<file path="src/rtl/key_led_mode_ctrl_pkg.sv">
// Shared mode encodings, LED pattern constants and pattern helpers for the
// key-driven LED mode controller.
package key_led_mode_ctrl_pkg;

  typedef enum logic [1:0] {
    MODE_SHR   = 2'd0,
    MODE_SHL   = 2'd1,
    MODE_BLINK = 2'd2,
    MODE_OFF   = 2'd3
  } mode_e;

  localparam logic [3:0] PAT_ONE  = 4'b0001;
  localparam logic [3:0] PAT_ALL  = 4'b1111;
  localparam logic [3:0] PAT_NONE = 4'b0000;

  function automatic mode_e next_mode(input mode_e m);
    case (m)
      MODE_SHR:   next_mode = MODE_SHL;
      MODE_SHL:   next_mode = MODE_BLINK;
      MODE_BLINK: next_mode = MODE_OFF;
      default:    next_mode = MODE_SHR;
    endcase
  endfunction

  // Pattern loaded when a mode is entered.
  function automatic logic [3:0] entry_pattern(input mode_e m);
    case (m)
      MODE_SHR, MODE_SHL: entry_pattern = PAT_ONE;
      MODE_BLINK:         entry_pattern = PAT_ALL;
      default:            entry_pattern = PAT_NONE;
    endcase
  endfunction

  // One animation step at the tick terminal count.
  function automatic logic [3:0] step_pattern(input mode_e m, input logic [3:0] l);
    case (m)
      MODE_SHR:   step_pattern = {l[0], l[3:1]};
      MODE_SHL:   step_pattern = {l[2:0], l[3]};
      MODE_BLINK: step_pattern = ~l;
      default:    step_pattern = l;
    endcase
  endfunction

endpackage

</file>
<file path="src/rtl/key_led_mode_ctrl_classifier.sv">
// Classifies debounced key presses as short or long and emits a one-cycle
// pulse for each classified press.
module key_press_classifier #(
  parameter int LONG_MAX = 100_000_000
) (
  input  logic clk,
  input  logic rst,
  input  logic key_flag,
  input  logic key_value,
  output logic press_short,
  output logic press_long
);

  localparam int HW = (LONG_MAX > 1) ? $clog2(LONG_MAX) : 1;
  localparam logic [HW-1:0] HOLD_TOP = HW'(LONG_MAX - 1);

  logic          pressed_r;
  logic [HW-1:0] hold_cnt;
  logic          long_fired;

  logic press_ev, release_ev, long_ev;

  // Strobes at the level already held are ignored.
  assign press_ev   = key_flag & ~key_value & ~pressed_r;
  assign release_ev = key_flag &  key_value &  pressed_r;
  assign long_ev    = pressed_r & ~release_ev & ~long_fired & (hold_cnt == HOLD_TOP);

  always_ff @(posedge clk or posedge rst) begin
    if (rst) begin
      pressed_r   <= 1'b0;
      hold_cnt    <= '0;
      long_fired  <= 1'b0;
      press_short <= 1'b0;
      press_long  <= 1'b0;
    end else begin
      press_short <= 1'b0;
      press_long  <= 1'b0;
      if (press_ev) begin
        pressed_r  <= 1'b1;
        hold_cnt   <= '0;
        long_fired <= 1'b0;
      end else if (release_ev) begin
        pressed_r   <= 1'b0;
        press_short <= ~long_fired;
      end else if (pressed_r) begin
        if (hold_cnt != HOLD_TOP) hold_cnt <= hold_cnt + 1'b1;
        if (long_ev) begin
          press_long <= 1'b1;
          long_fired <= 1'b1;
        end
      end
    end
  end

endmodule

</file>
<file path="src/rtl/key_led_mode_ctrl.sv">
// LED pattern engine: short press cycles the display mode, long press toggles
// pause; the pattern advances once every TICK_MAX clocks while running.
module key_led_mode_ctrl
  import key_led_mode_ctrl_pkg::*;
#(
  parameter int TICK_MAX = 25_000_000,
  parameter int LONG_MAX = 100_000_000
) (
  input  logic       clk,
  input  logic       rst,
  input  logic       key_flag,
  input  logic       key_value,
  output logic [3:0] led_out,
  output logic [1:0] mode,
  output logic       paused,
  output logic       press_short,
  output logic       press_long
);

  localparam int TW = (TICK_MAX > 1) ? $clog2(TICK_MAX) : 1;
  localparam logic [TW-1:0] TICK_TOP = TW'(TICK_MAX - 1);

  mode_e         mode_q, mode_d;
  logic [TW-1:0] tick_cnt;
  logic          tick_end;

  key_press_classifier #(.LONG_MAX(LONG_MAX)) u_classifier (
    .clk         (clk),
    .rst         (rst),
    .key_flag    (key_flag),
    .key_value   (key_value),
    .press_short (press_short),
    .press_long  (press_long)
  );

  always_ff @(posedge clk or posedge rst) begin
    if (rst) mode_q <= MODE_SHR;
    else     mode_q <= mode_d;
  end

  always_comb begin
    mode_d = mode_q;
    if (press_short) mode_d = next_mode(mode_q);
  end

  assign mode     = mode_q;
  assign tick_end = (tick_cnt == TICK_TOP);

  // A mode reload beats a coincident step; the pause toggle lands a cycle
  // after any step evaluated with the old paused value.
  always_ff @(posedge clk or posedge rst) begin
    if (rst) begin
      paused   <= 1'b0;
      tick_cnt <= '0;
      led_out  <= PAT_ONE;
    end else begin
      if (press_long) paused <= ~paused;
      if (press_short) begin
        led_out  <= entry_pattern(mode_d);
        tick_cnt <= '0;
      end else if (!paused) begin
        if (tick_end) begin
          tick_cnt <= '0;
          led_out  <= step_pattern(mode_q, led_out);
        end else begin
          tick_cnt <= tick_cnt + 1'b1;
        end
      end
    end
  end

endmodule

</file>
<file path="config.mk">
export PLATFORM = sky130hd
export DESIGN_NAME = key_led_mode_ctrl
export DESIGN_NICKNAME = d
export VERILOG_FILES = /design/src/rtl/key_led_mode_ctrl_pkg.sv /design/src/rtl/key_led_mode_ctrl_classifier.sv /design/src/rtl/key_led_mode_ctrl.sv
export SDC_FILE = /design/constraint.sdc
export NUM_CORES = 1
export LEC_CHECK = 0
export CORE_MARGIN = 2
export CORE_UTILIZATION = 57
export DETAILED_ROUTE_END_ITERATION = 8
export DONT_BUFFER_PORTS = 1
export PLACE_DENSITY = 0.75
export SYNTH_ARGS = -nofsm -noshare
export SYNTH_HDL_FRONTEND = slang
export SYNTH_SLANG_ARGS = --single-unit
</file>
<file path="constraint.sdc">
create_clock -name clk -period 1.9 [get_ports clk]
set_clock_uncertainty 0.05 [all_clocks]
set_input_delay 0.19 -clock clk [delete_from_list [all_inputs] [get_ports clk]]
set_output_delay 0.19 -clock clk [all_outputs]
set_load 0.05 [all_outputs]
</file>
# Word-level counts from Yosys, hierarchy flattened
# Index checks and enable logic that the tools add are counted.
dict set report word_totals {
  in_bits 4
  output_inout_bits 9
  ff_bits 63
  word_cells 71
}
dict set report classes {
  n_bitwise 13
  n_eq_ne 9
  addsub 2
  reduce_logical 12
  mux 26
}
# cell count
set op_table {}
lappend op_table {{$mux 27} 4}
lappend op_table {{$mux 25} 3}
lappend op_table {{$add 27x1->27 const B} 1}
lappend op_table {{$eq 27x27->1 const B} 1}
lappend op_table {{$ne 27x27->1 const B} 1}
lappend op_table {{$add 25x1->25 const B} 1}
lappend op_table {{$eq 25x25->1 const B} 1}
lappend op_table {{$mux 1} 12}
lappend op_table {{$mux 4} 3}
lappend op_table {{$pmux 4 s3} 1}
lappend op_table {{$reduce_bool 2->1} 5}
lappend op_table {{$reduce_and 3->1} 3}
lappend op_table {{$pmux 4 s2} 1}
lappend op_table {{$and 1x1->1} 7}
lappend op_table {{$pmux 2 s3} 1}
lappend op_table {{$not 1->1} 5}
lappend op_table {{$eq 2x1->1 const B} 2}
lappend op_table {{$eq 2x2->1 const B} 2}
lappend op_table {{$logic_not 2->1} 2}
lappend op_table {{$ne 2x1->1 const B} 2}
lappend op_table {{$not 4->4} 1}
lappend op_table {{$reduce_bool 4->1} 1}
lappend op_table {{$mux 2} 1}
lappend op_table {{$reduce_or 2->1} 1}

# Depth between registers and ports, before layout
# Gate-level depths: netlist (run 1).
dict set report depth {
  ltp_word 10
  mapped_depth 8
  mapped_depth_nobuf 7
}

# Modules after synthesis
# A second synthesis (run 1) with hierarchy kept.
dict set report unflattened {
  cells_unflattened 364
  hier_area_um2 3502.1
}
# module seq_area_each_um2 n_inst area_each_um2 cells_per_inst
set by_module_without_submodules {}
lappend by_module_without_submodules {key_led_mode_ctrl 802.0 1 1863.0 204}
lappend by_module_without_submodules {key_press_classifier 775.7 1 1639.1 160}

# Worst setup path after synthesis (run 1)
# OpenSTA, ideal clock, no wires.
dict set report synth_timing {
  path_type {flip-flop to flip-flop}
  startpoint {reg mode_q[0] (netlist: mode[0])}
  endpoint {reg led_out[1]}
  setup_ps 125
  setup_slack_ps -529
  period_less_slack_ps 2429
  arrival_ps 2254
  stages_incl_launch_ff 7
  cell_sequence {dfrtp_1 > inv_1 > ha_1 > clkbuf_1 > or2_2 > a21oi_1 > mux2_2}
}
dict set report synth_via {
  elab_chain_cells 7
  elab_cells_between_ends 16
}
# item line_no
set synth_rtl {}
lappend synth_rtl {{start, declared} key_led_mode_ctrl.sv:23} ;# mode_e mode_q, mode_d;
lappend synth_rtl {{start signal, assigned} key_led_mode_ctrl.sv:38} ;# else mode_q <= mode_d;
lappend synth_rtl {{$eq 2x2->1 (tied with other cells)} {key_led_mode_ctrl_pkg.sv:17, key_led_mode_ctrl_pkg.sv:36}}
lappend synth_rtl {{$pmux 2 s3} key_led_mode_ctrl_pkg.sv:17} ;# case (m)
lappend synth_rtl {{$mux 2} key_led_mode_ctrl.sv:43} ;# if (press_short) mode_d = next_mode(mode_q);
lappend synth_rtl {{$eq 2x1->1 / $logic_not 2->1 (equally long branches)} key_led_mode_ctrl_pkg.sv:27} ;# case (m)
lappend synth_rtl {{$reduce_or 2->1} key_led_mode_ctrl_pkg.sv:27}
lappend synth_rtl {{$pmux 4 s2} key_led_mode_ctrl_pkg.sv:27}
lappend synth_rtl {{$mux 4} key_led_mode_ctrl.sv:58} ;# if (press_short) begin
lappend synth_rtl {{end signal, assigned} key_led_mode_ctrl.sv:59} ;# led_out <= entry_pattern(mode_d);
lappend synth_rtl {{end signal, assigned} key_led_mode_ctrl.sv:64} ;# led_out <= step_pattern(mode_q, led_out);
lappend synth_rtl {{end, declared} key_led_mode_ctrl.sv:13} ;# output logic [3:0] led_out,
# Parallel ways exist; a longest one is shown, timed or not. The select of a mux whose other input is x is not followed.
# A chain may end at the register's enable or synchronous reset.

# Worst setup path after layout (run 1)
dict set report layout_timing {
  startpoint {reg tick_cnt[12]}
  endpoint {reg led_out[2]}
}
dict set report layout_via {
  elab_chain_cells 3
}
# item line_no
set layout_rtl {}
lappend layout_rtl {{start, declared} key_led_mode_ctrl.sv:24} ;# logic [TW-1:0] tick_cnt;
lappend layout_rtl {{start signal, assigned} key_led_mode_ctrl.sv:66} ;# tick_cnt <= tick_cnt + 1'b1;
lappend layout_rtl {{$eq 25x25->1} key_led_mode_ctrl.sv:47} ;# assign tick_end = (tick_cnt == TICK_TOP);
lappend layout_rtl {{$reduce_bool 2->1 (no source line)} --}
lappend layout_rtl {{$reduce_and 3->1 (no source line)} --}
# Every way passes these cells.

==> impl_metrics.toml, run 1 <==
[status]
status = "completed"

[clock_network]
post-cts-setup-buffers = 0
root_buffer = "clkbuf_8"
clock_path_buffers = 2
clock-sinks = 63
cts_buffers = 9
path_clk_slew_ps = 70
clk_latency_ps = 340
cts_htree_levels = 3
cts_tree = "yes"

[global_route]
use_met3_pct = 6.15
grt_pass1_wl_um = 12200
antenna_found_initial = 0
grt_pass1_vias = 2740
use_met2_pct = 39.8
grt_use_total_pct = 24.3
grt_util_met1_pct = 30.0
overflow = 0
grt_start_max_net_pins = 40
busiest_layer = "met2"

[finish]
layout_commonest_cell = "dfrtp_1"
diodes = 0
area_growth_pct = 17.5
final_cell_area_mm2 = 0.00403
drive_gt1_share_pct = 21.6
final_cell_mix = "60 x dfrtp_1, 53 x nor2_1, 33 x nand2_1, 33 x buf_4, 20 x xor2_1"
nets = 408

[setup_path]
worstPathArrival_ps = 2020
start_kind = "register"
worstPathRequired_ps = 2080
cp_max_fo = 5
critPathCaptureType = "register"
path_class = "register to register"

[timing]
report.final.slew_viol_count = 0
fin_crit_sh_pct = 96.6
fin_setup_tns_ps = 0
fmax_ghz = 0.545
period_needed_ps = 1840
setup_viol = 0
hold_violations = 0
grt_setup_unrepaired = "true"
slew_headroom_pct = 61.7
tightest_slew_ps = 573

[pwr]
irDropWorstVdd_v = 0.000916
p_int_mw = 2.49
combPwrFrac_pct = 28.1
powerDensity_mw_per_mm2 = 942
sw_frac_of_total_pct = 34.3
totalPowerFinal_mw = 3.79
switchingPower_mw = 1.30
p_seq_share_pct = 43.6
power_leakage_nw = 1.77
clkPwrFrac_pct = 28.3

[yosys]
synth_area_mm2 = 0.00343
synth_warnings = 0
synth_seq_area_share_pct = 46.0
synth_edf_count = 0
synth_top_area_share_pct = 45.3
synth.avg_cell_area_um2 = 9.31
synth_largest_area_cell = "dfrtp_1"
ys_async_sr_fraction_pct = 100
synth_cell_types = 47
synth_nets = 377
synth_area_leaders = "dfrtp_1 45%, nor2_1 5.8%, xor2_1 5.1%, xnor2_1 4.9%, nand2_1 3.6%"
netlist_instances = 368
synth_top_flop_cell = "dfrtp_1"
synth-seq-cells = 63

[worst_hold_path]
hold_path_class = "primary input to register"

[floorplanning]
start_util_pct = 58.6
die_height_um = 81.5
ios = 13
core_area_mm2 = 0.00585
rows = 28
die_x_um = 81.5
dieArea_mm2 = 0.00665

[route]
ant_nets = 0
drc_errors = 0
wl_per_cell_um = 15.4
drtPass1Iterations = 4
drtIter0Drc = 176
drt_wl_total_um = 7380
via_per_inst = 5.84
vias = 2792

[placed_design]
port_buffers = 0
gp_congestion = 0.829
dp_hpwl_um = 5000
postPlaceCellArea_mm2 = 0.00377

[job]
drv_cap = 0
==> Yosys cell counts, drive strengths merged (2+ instances only) <==
master,instances
a211oi,3
a21oi,8
and2,4
and3,8
and4,6
buf,8
clkbuf,7
dfrtp,62
ha,5
inv,10
mux2,3
mux2i,5
nand2,33
nand2b,5
nand3,19
nand4,22
nor2,53
nor3,10
nor4,11
nor4b,2
o211ai,3
o21ai,18
or2,5
or3,4
or4,5
xnor2,19
xor2,20
==> routing by layer <==
| metal | routed length [µm] | vias up |
|---|---|---|
| li1 | - | 1351 |
| met1 | 3240 | 1356 |
| met2 | 3660 | 66 |
| met3 | 310 | 19 |
| met4 | 170 | 0 |
| met5 | 0 | - |
==> per-stage QoR <==
stage                     hold WS, ps  setup slack (ps)  util, %  instances
final                            24.7              63.8     68.8        478
after global routing             17.1             -23.3     68.8        478
after CTS                        11.6              19.9     67.8        478
after detailed placement         88.8             -28.3     64.4        462
after global placement           91.0              57.5     64.4        462
after floorplan                   265             -27.3        -        368
==> path summary, 6_finish.rpt <==
path                                            end                     from  cells past startpoint  slack [ps]
setup / recovery                         led_out[2]             tick_cnt[12]                      6          60
hold / removal              u_classifier.press_long                 key_flag                      3          20
setup reg to reg                         led_out[2]             tick_cnt[12]                      6          60
hold reg to reg             u_classifier.press_long  u_classifier.long_fired                      1         430
max in group asynchronous  u_classifier.hold_cnt[7]                      rst                      3         890
min in group asynchronous               tick_cnt[3]                      rst                      2         340
==> kinds of logic (layout without fill, tap and decap cells) <==
family	Yosys count	after routing	share of synthesized area [%]
AOI/OAI and AO/OA	37	37	6.72
buffers and inverters	25	60	3.03
and+or+nand+nor	191	191	30.0
adders and majority gates	5	5	1.83
DFF	63	63	46.0
xor gates and xnor gates	39	39	9.97
muxes	8	8	2.45
==> state kept, by name, indices dropped and copies added (netlist names) <==
name / flops
u_classifier.press_short: 1
tick_cnt: 25
u_classifier.pressed_r: 1
u_classifier.press_long: 1
u_classifier.hold_cnt: 27
paused: 1
u_classifier.long_fired: 1
led_out: 4
mode: 2
==> critical path, cell delays in order (launching register included) <==
cell and delay (ps):
dfrtp_1 400, and4_2 300, nand4_1 180, nor4_4 230, buf_4 180, a21oi_4 70
mux2_4 310
==> final cells by class <==
cell class / instances / area [µm²]
fill: 453 / 1830
timing repair buffer: 35 / 278
inverter: 10 / 41.3
multi-input combinational: 280 / 1850
clock inverter: 3 / 17.5
clock buffer: 12 / 165
sequential: 63 / 1580
tap: 75 / 93.8
==> power groups by stage <==
| stage | Sequential, mW | Clock [mW] | Combinational, mW |
|---|---|---|---|
| CTS | 1.65 | 1.10 | 1.07 |
| finish | 1.65 | 1.07 | 1.07 |
| detailed placement | 1.67 | 0 | 1.06 |
| global placement | 1.66 | 0 | 1.03 |
| floorplan | 1.86 | 0 | 0.615 |
| global route | 1.68 | 1.16 | 1.16 |
==> what timing repair did <==
action	4_1_cts	5_1_grt
hold buffers	1	0
pin swaps	0	1
gates cloned	0	0
gates resized for setup	1	16
endpoints found under the setup margin	22	32
endpoints found under the hold margin	23	0
No activity file was read; power rests on OpenSTA's default activity.
==> inputs of run 2 (changes only) <==
- ABC_CLOCK_PERIOD_IN_PS: not set -> 1900
==> results of run 2 <==
Final layout, timing and power as in run 1 (identical DEF).
==> inputs of run 3 (changes only) <==
--- a/constraint.sdc
+++ b/constraint.sdc
@@ -4,2 +4,2 @@
 set_output_delay 0.19 -clock clk [all_outputs]
-set_load 0.05 [all_outputs]
+set_load 0.1 [all_outputs]
==> run 3 against run 2 <==
Design area is 1.9% higher. Non-clock buffer count is 1 higher. Via count is 1.0% higher. Largest power group unchanged. Sequential share of layout area is 0.61 points lower. First-iteration DRC count is 32% lower. Setup slack worse by 0.66 ps. Highest routed layer unchanged. Critical endpoint is now tick_cnt[0]. Hold slack worse by 17 ps. Routed wire length is 2.9% higher. Register-to-register slack hardly changed. Count of clock-buffer cells in the layout is 3 lower.
==> impl_metrics.toml, run 3 (synthesis results as in run 1) <==
[finish]
diodes = 0
regMostFlops = "u_classifier.hold_cnt"
layout_commonest_cell = "dfrtp_1"
area_growth_pct = 19.7
final_cell_area_mm2 = 0.00410
reg.largest.list = "u_classifier.hold_cnt (27), tick_cnt (25), led_out (4)"
fillers = 425
drive_gt1_share_pct = 22.5
final_cell_mix = "56 x dfrtp_1, 53 x nor2_1, 33 x nand2_1"
largest_reg_flops = 27
nets = 409

[floorplanning]
core_area_mm2 = 0.00585
start_util_pct = 58.6
rows = 28
die_x_um = 81.5
ios = 13
die_height_um = 81.5
dieArea_mm2 = 0.00665

[timing]
tightest_slew_ps = 438
slew_headroom_pct = 70.8
grt_setup_unrepaired = "true"
hold_violations = 0
fmax_ghz = 0.544
setup_viol = 0
fin_setup_tns_ps = 0
period_needed_ps = 1840
fin_crit_sh_pct = 96.7
report.final.slew_viol_count = 0

[setup_path]
path_class = "register to register"
cp_slowest_stage_delay_ps = 620
worstPathArrival_ps = 1980
cpMaxStageDelayCell = "or4_1"
crit_chain = "and3_1 -> nand3_1 -> or4_1 -> nand2_1 -> a21oi_1"
critPathBufInv = 0
path_delay_family = "simple AND/OR/NAND/NOR gates"
critPathCaptureType = "register"
worstPathRequired_ps = 2040
start_kind = "register"
cp_max_fo = 4

[clock_network]
cts_htree_levels = 3
cts_tree = "yes"
clock-sinks = 63
path_clk_slew_ps = 70
cts_buffers = 9
clk_latency_ps = 350
root_buffer = "clkbuf_8"
clock_path_buffers = 2

[pwr]
powerDensity_mw_per_mm2 = 1090
power_leakage_nw = 1.79
irDropWorstVdd_v = 0.00123

[route]
drtPass1Iterations = 4
drtIter0Drc = 119
vias = 2821
via_per_inst = 5.88
drc_errors = 0
wl_per_cell_um = 15.8
ant_nets = 0
drt_wl_total_um = 7600

[placed_design]
port_buffers = 0
postPlaceCellArea_mm2 = 0.00375
gp_congestion = 0.841
dp_hpwl_um = 5220

[global_route]
grt_pass1_vias = 2698
overflow = 0
grt_start_max_net_pins = 33
grt_pass1_wl_um = 12500
antenna_found_initial = 0
grt_use_total_pct = 24.8

[job]
drv_cap = 0

[status]
status = "completed"

[worst_hold_path]
hold_path_class = "primary input to register"
run 3: cell type report:
cell class / count / area [µm²] / share of cell area [%]
Clock inverter: 7 / 120 / 2.93
Timing Repair Buffer: 36 / 295 / 7.20
Tap cell: 75 / 93.8 / 2.29
Sequential cell: 63 / 1590 / 38.7
Multi-Input combinational cell: 280 / 1840 / 44.9
Clock buffer: 9 / 124 / 3.02
Inverter: 10 / 41.3 / 1.01
run 3: path summary, 6_finish.rpt:
path / startpoint / endpoint / slack, ps / depth (start not counted)
worst max-delay path: tick_cnt[20] / tick_cnt[0] / 60 / 5
worst min-delay path: key_value / u_classifier.press_short / 8 / 2
worst max register to register: tick_cnt[20] / tick_cnt[0] / 60 / 5
worst min register to register: u_classifier.long_fired / u_classifier.press_short / 420 / 1
max in group asynchronous: rst / u_classifier.hold_cnt[8] / 1010 / 3
min in group asynchronous: rst / u_classifier.press_long / 230 / 2
run 3: stage by stage:
stage | std cells | setup slack, ps | util [%] | hold WS (ps) | power (mW)
finish | 480 | 63.1 | 70.1 | 7.93 | 4.46
global route | 480 | -12.6 | 70.1 | 31.2 | 4.65
CTS | 477 | 19.1 | 68.7 | 3.58 | 4.42
detailed placement | 459 | 45.1 | 64.1 | 28.2 | 2.98
global placement | 459 | 105 | 64.1 | 22.1 | 2.92
floorplan | 368 | -215 | - | 301 | 2.69
run 3: power by group:
part | total, mW | internal [mW] | switching [mW]
Clock | 1.43 | 0.875 | 0.560
Combinational | 1.36 | 0.465 | 0.890
Sequential | 1.67 | 1.49 | 0.172
run 3: worst register-to-register path: stages, from the launching register on:
cell and delay [ps]:
dfrtp_1 400, and3_1 210, nand3_1 180, or4_1 620, nand2_1 100, a21oi_1 110
run 3: metal layers:
layer	routed length, µm	global-route usage, %	share of wire [%]
met1	3190	28.9	42
met2	3990	43.8	52
met3	311	7.14	4.1
met4	104	7.80	1.4
met5	0	0	0
run 3: repair_timing:
item                       CTS  global route
pin swaps                    0             4
hold endpoints to repair    16             0
gates resized for setup      1            18
setup endpoints to repair   20            30
hold buffers                 2             0
buffers inserted             0             3
